$ cat src/rtl/z80_bus_arbiter.sv
`default_nettype none
// ============================================================================
//  Module      : z80_bus_arbiter
//  Description : Arbitrates Z80 memory-bus ownership between the CPU and a
//                DMA engine, bounds DMA bursts, inserts SDRAM wait states and
//                produces the CPU clock-gate enables (pause, DMA, wait).
//  Revision    : 1.0 - initial release
// ============================================================================
module z80_bus_arbiter #(
    parameter int DMA_MAX_BURST = 64,
    parameter int CPU_SLOT      = 8,
    parameter int WAIT_STATES   = 2
) (
    input  logic clk,
    input  logic reset_n,
    input  logic cpu_mreq_n,
    input  logic sdram_ready,
    input  logic pause,
    input  logic dma_req,
    output logic dma_grant,
    output logic clk_ctrl,
    output logic clk_ctrl_DMA,
    output logic ram_wait
);

    localparam int c_BURST_W = (DMA_MAX_BURST > 1) ? $clog2(DMA_MAX_BURST) : 1;
    localparam int c_SLOT_W  = $clog2(CPU_SLOT + 1);
    localparam int c_WAIT_W  = $clog2(WAIT_STATES + 1);

    localparam logic [c_BURST_W-1:0] c_BURST_LAST = c_BURST_W'(DMA_MAX_BURST - 1);
    localparam logic [c_SLOT_W-1:0]  c_SLOT_LOAD  = c_SLOT_W'(CPU_SLOT);
    localparam logic [c_WAIT_W-1:0]  c_WAIT_LOAD  = c_WAIT_W'(WAIT_STATES - 1);

    typedef enum logic [1:0] {
        S_CPU_OWN   = 2'd0,
        S_DRAIN     = 2'd1,
        S_DMA_OWN   = 2'd2,
        S_TURN_BACK = 2'd3
    } state_t;

    state_t                r_state;
    state_t                w_state_nxt;
    logic                  w_load_slot;
    logic [c_BURST_W-1:0]  r_burst;
    logic [c_SLOT_W-1:0]   r_slot;
    logic [c_WAIT_W-1:0]   r_wait_cnt;
    logic                  r_mreq_d;
    logic                  r_ram_wait;
    logic                  r_dma_grant;
    logic                  r_clk_ctrl;
    logic                  r_clk_ctrl_dma;
    logic                  w_cpu_side;
    logic                  w_mreq_fall;

    assign w_cpu_side  = (r_state == S_CPU_OWN) || (r_state == S_DRAIN);
    assign w_mreq_fall = r_mreq_d & ~cpu_mreq_n;

    // State register
    always_ff @(posedge clk or negedge reset_n) begin
        if (!reset_n) begin
            r_state <= S_CPU_OWN;
        end else begin
            r_state <= w_state_nxt;
        end
    end

    // Next-state logic; a forced yield wins over a simultaneous voluntary release
    always_comb begin
        w_state_nxt = r_state;
        w_load_slot = 1'b0;
        case (r_state)
            S_CPU_OWN: begin
                // The slot counter is judged on its value after this cycle's
                // decrement, so the CPU gets exactly CPU_SLOT cycles here.
                if (dma_req && (r_slot <= c_SLOT_W'(1))) begin
                    w_state_nxt = S_DRAIN;
                end
            end
            S_DRAIN: begin
                if (!dma_req) begin
                    w_state_nxt = S_CPU_OWN;
                end else if (cpu_mreq_n && !r_ram_wait) begin
                    w_state_nxt = S_DMA_OWN;
                end
            end
            S_DMA_OWN: begin
                if (r_burst == c_BURST_LAST) begin
                    w_state_nxt = S_TURN_BACK;
                    w_load_slot = 1'b1;
                end else if (!dma_req) begin
                    w_state_nxt = S_TURN_BACK;
                end
            end
            S_TURN_BACK: begin
                w_state_nxt = S_CPU_OWN;
            end
            default: begin
                w_state_nxt = S_CPU_OWN;
            end
        endcase
    end

    // Burst length counter: cleared while draining, counts DMA_OWN cycles
    always_ff @(posedge clk or negedge reset_n) begin
        if (!reset_n) begin
            r_burst <= '0;
        end else if (r_state == S_DRAIN) begin
            r_burst <= '0;
        end else if (r_state == S_DMA_OWN) begin
            r_burst <= r_burst + c_BURST_W'(1);
        end
    end

    // CPU slot counter: armed on a forced yield, runs down in CPU_OWN
    always_ff @(posedge clk or negedge reset_n) begin
        if (!reset_n) begin
            r_slot <= '0;
        end else if (w_load_slot) begin
            r_slot <= c_SLOT_LOAD;
        end else if ((r_state == S_CPU_OWN) && (r_slot != '0)) begin
            r_slot <= r_slot - c_SLOT_W'(1);
        end
    end

    // SDRAM wait-state generator, only meaningful while the CPU drives the bus
    always_ff @(posedge clk or negedge reset_n) begin
        if (!reset_n) begin
            r_mreq_d   <= 1'b1;
            r_ram_wait <= 1'b0;
            r_wait_cnt <= '0;
        end else begin
            r_mreq_d <= cpu_mreq_n;
            if (!w_cpu_side) begin
                r_ram_wait <= 1'b0;
                r_wait_cnt <= '0;
            end else if (w_mreq_fall) begin
                r_ram_wait <= 1'b1;
                r_wait_cnt <= c_WAIT_LOAD;
            end else if (r_ram_wait) begin
                if (r_wait_cnt != '0) begin
                    r_wait_cnt <= r_wait_cnt - c_WAIT_W'(1);
                end else if (sdram_ready) begin
                    r_ram_wait <= 1'b0;
                end
            end
        end
    end

    // Registered bus/clock-gate outputs, aligned with the state they describe
    always_ff @(posedge clk or negedge reset_n) begin
        if (!reset_n) begin
            r_dma_grant    <= 1'b0;
            r_clk_ctrl     <= 1'b0;
            r_clk_ctrl_dma <= 1'b1;
        end else begin
            r_dma_grant    <= (w_state_nxt == S_DMA_OWN);
            r_clk_ctrl     <= ~pause;
            r_clk_ctrl_dma <= ~((w_state_nxt == S_DMA_OWN) || (w_state_nxt == S_TURN_BACK));
        end
    end

    assign dma_grant    = r_dma_grant;
    assign clk_ctrl     = r_clk_ctrl;
    assign clk_ctrl_DMA = r_clk_ctrl_dma;
    assign ram_wait     = r_ram_wait;

endmodule
`default_nettype wire

$ cat config.mk
export PLATFORM = sky130hd
export DESIGN_NAME = z80_bus_arbiter
export DESIGN_NICKNAME = d
export VERILOG_FILES = /design/src/rtl/z80_bus_arbiter.sv
export SDC_FILE = /design/constraint.sdc
export NUM_CORES = 1
export LEC_CHECK = 0
export ABC_AREA = 1
export CORE_MARGIN = 2
export CORE_UTILIZATION = 45
export DETAILED_ROUTE_END_ITERATION = 16
export PLACE_DENSITY = 0.7
export SETUP_SLACK_MARGIN = 0.05
export SYNTH_ARGS = -nofsm -noshare
export SYNTH_HDL_FRONTEND = slang
export SYNTH_SLANG_ARGS = --single-unit
$ cat constraint.sdc
create_clock -name clk -period 1.8 [get_ports clk]
set_input_delay 0.36 -clock clk [delete_from_list [all_inputs] [get_ports clk]]
set_output_delay 0.36 -clock clk [all_outputs]
set_load 0.02 [all_outputs]
==> impl_metrics.csv, run 1 <==
group,metric,value,unit
critical_path,critPathBufInv,1,
floorplanning,ioPinCount,10,
floorplanning,die_height,52.0,um
pwr,ir_drop,0.000734,V
global_routing,grt_usage,0.153,
critical_path,critPathCaptureType,"output pin",
cts,clk_latency,290,ps
global_routing,grt_max_degree,20,
cts,htree_levels,1,
finish,multi_input_area,458,um2
global_routing,grt_pass1_vias,753,
cts,clk_pin_slew_worst_paths,110,ps
global_routing,grt_first_pass_wirelength,3020,um
finish,layout.nets,155,
cts,postCtsSetupBuffers,0,
synthesis,synth-edff-count,0,
synthesis,synth_seq_area_share,0.461,
floorplanning,die_w,52.0,um
critical_path,critical_path_arrival,1290,ps
sta,setup_viol,0,
floorplanning,rows,17,
critical_path,required,1440,ps
synthesis,synth_fp_nets,140,
routing,viasPerCell,4.71,
finish,drive_gt1_frac,0.121,
cts,cts_buffer_depth,2,
cts,clock-sinks,19,
routing,antenna_left,0,
critical_path,crit_family,"buffers and inverters",
sta,fin_crit_sh,0.919,
critical_path,reg2reg_to,"r_burst[5]",
critical_path,reg2reg_from,"r_state[1]",
critical_path,critPathLaunch,"ram_wait",
cts,cts-buffers-inserted,3,
synthesis,syn_avg_cell_area,8.23,um2
global_routing,antenna_found_initial,0,
place,place_area,0.00117,mm2
pwr,p_per_area,1240,mW/mm2
finish,stdcell_area,0.00120,mm2
routing,drc,0,
critical_path,ff2ff_path_depth,7,
pwr,leakage,0.618,nW
synthesis,synthDistinctLibCells,22,
sta,final_max_slew_viol_count,0,
critical_path,crit_fanout,3,
global_routing,grt_overflow,0,
place,dpl.hpwl,1330,um
critical_path,crit_chain,"clkdlybuf4s50_1",
place,gp_congestion,0.789,
finish,regArea,478,um2
synthesis,ys_warn_count,0,
sta,relSlewSlack,0.837,
routing,wl_per_cell,10.4,um
floorplanning,dieArea,0.00271,mm2
cts,postCtsHoldBufs,0,
routing,dr.pass1.iters,4,
critical_path,reg2reg_slack,290,ps
sta,final-hold-violation-count,0,
cts,cts-root-buf,"clkbuf_4",
synthesis,synthCells,126,
sta,setup_tns,0,ps
floorplanning,initial_core_util,0.473,
finish,fillCellCount,191,
routing,wirelength,1740,um
sta,rsz0062_at_grt,"false",
routing,first_iter_violations,19,
critical_path,slowest_stage,"clkdlybuf4s50_1",
sta,hold_ws,378,ps
synthesis,async_flop_share,1.00,
critical_path,cp_num_cells,1,
synthesis,syn_area,0.00104,mm2
synthesis,synth_flop_cell,"dfrtp_1",
critical_path,crit_type,"reg -> out",
sta,fin_skew,5.05,ps
place,io_buffers,9,
sta,fmax,0.604,GHz
critical_path,start_kind,"register",
floorplanning,core_area,0.00219,mm2
finish,area_growth,15.3,%
sta,tightest_slew,245,ps
critical_path,slowest_delay,610,ps
finish,diodes,0,
cts,cts_tree,"built",
routing,dr_total_vias,791,
flow_run,maxCapViolations,0,
status,status,"finished, final reports clean",
synthesis,ys_ff_latch,19,
hold_path,hold_class,"in -> async",
sta,finalCriticalPeriod,1650,ps
area by class of cell:
| cell class | instances | share of cell area |
|---|---|---|
| inverter | 27 | 0.0847 |
| clock inverter | 1 | 0.00418 |
| tap | 28 | 0.0293 |
| clock buffer | 3 | 0.0188 |
| multi-input combinational | 80 | 0.383 |
| timing repair buffer | 10 | 0.0805 |
| sequential | 19 | 0.400 |
cells in the mapped netlist, types with 2 or more instances:
cell type  instances  share of area
dfstp_2            2          0.051
nand3_2            2          0.019
nand2_2            3          0.018
o21ai_0            2         0.0097
dfrtp_1           17           0.41
o21ai_1            2         0.0097
nand2_1           30           0.11
nor2_4             2          0.022
nand3_1            7          0.034
nor2_1             7          0.025
nor3_1             3          0.014
inv_1             25          0.090
ha_1               8          0.097
inv_2              2         0.0072
a21oi_1            7          0.034
kinds of logic after synthesis:
family / count (synthesis) / synth area share
simple gates: 57 / 0.261
buf+inv: 27 / 0.0977
flops: 19 / 0.461
compound gates: 14 / 0.0748
fa+ha+maj: 8 / 0.0965
mux: 1 / 0.00965
per-stage QoR:
| step | worst slack [ps] | utilization | power, mW | std cells |
|---|---|---|---|---|
| after floorplan | 474 | - | 1.09 | 126 |
| after global placement | 360 | 0.534 | 1.25 | 164 |
| after detailed placement | 322 | 0.534 | 1.28 | 164 |
| after CTS | 134 | 0.546 | 1.49 | 168 |
| after global routing | 86.4 | 0.546 | 1.62 | 168 |
| final | 145 | 0.546 | 1.48 | 168 |
report_power, final:
part | internal [mW] | total [mW] | switching, mW | leakage (nW)
Sequential | 0.533 | 0.601 | 0.0682 | 0.247
Combinational | 0.247 | 0.664 | 0.417 | 0.353
Clock | 0.0827 | 0.213 | 0.130 | 0.0177
worst max path at each step:
stage              endpoint  slack [ps]
2_1_floorplan    r_burst[5]         470
3_3_place_gp   clk_ctrl_DMA         360
3_5_place_dp     r_burst[5]         320
4_1_cts            ram_wait         130
5_1_grt            ram_wait          90
6_report           ram_wait         150
worst register-to-register path: cells and delay by family, from the launching register on:
kind	cells	cell delay (ps)
AND/OR/NAND/NOR	4	420
adder cells (fa/ha/maj)	1	430
flip-flops	1	420
buffers and inverters	1	100
AO/OA/AOI/OAI	1	30
what timing repair did:
action / 4_1_cts / 5_1_grt
gates resized for setup: 1 / 0
endpoints found under the hold margin: 0 / 0
endpoints found under the setup margin: 1 / 0
sequential cells by signal (all words and copies together) (netlist names):
name / count
r_mreq_d: 1
r_wait_cnt: 2
r_state: 2
clk_ctrl: 1
clk_ctrl_DMA: 1
dma_grant: 1
r_burst: 6
ram_wait: 1
r_slot: 4
cell usage in the layout, fill, tap and decap left out, types with 2 or more instances in the layout:
cell type	netlist	final
inv_2	2	2
o21ai_0	2	2
nor2_4	2	2
dfstp_2	2	2
nor3_1	3	3
dfrtp_1	17	17
nand2_1	30	30
a21oi_1	7	7
nand3_2	2	2
o21ai_1	2	2
clkbuf_4	0	3
inv_1	25	25
nand3_1	7	7
ha_1	8	8
nand2_2	3	3
nor2_1	7	7
clkdlybuf4s50_1	0	8
metal layers:
layer	GRT usage	up-vias	wire length, um
met5	0	-	0
met4	0.0702	0	23
met3	0.0517	4	63
met2	0.238	11	804
met1	0.188	357	850
li1	-	419	-
Note: power is estimated with default switching activity, not from simulation.
==> run 2, diff against run 1 <==
--- a/config.mk
+++ b/config.mk
@@ -14,3 +14,4 @@
 export SYNTH_ARGS = -nofsm -noshare
 export SYNTH_HDL_FRONTEND = slang
 export SYNTH_SLANG_ARGS = --single-unit
+export TNS_END_PERCENT = 10
==> results of run 2 <==
Final layout, timing and power as in run 1 (identical DEF).
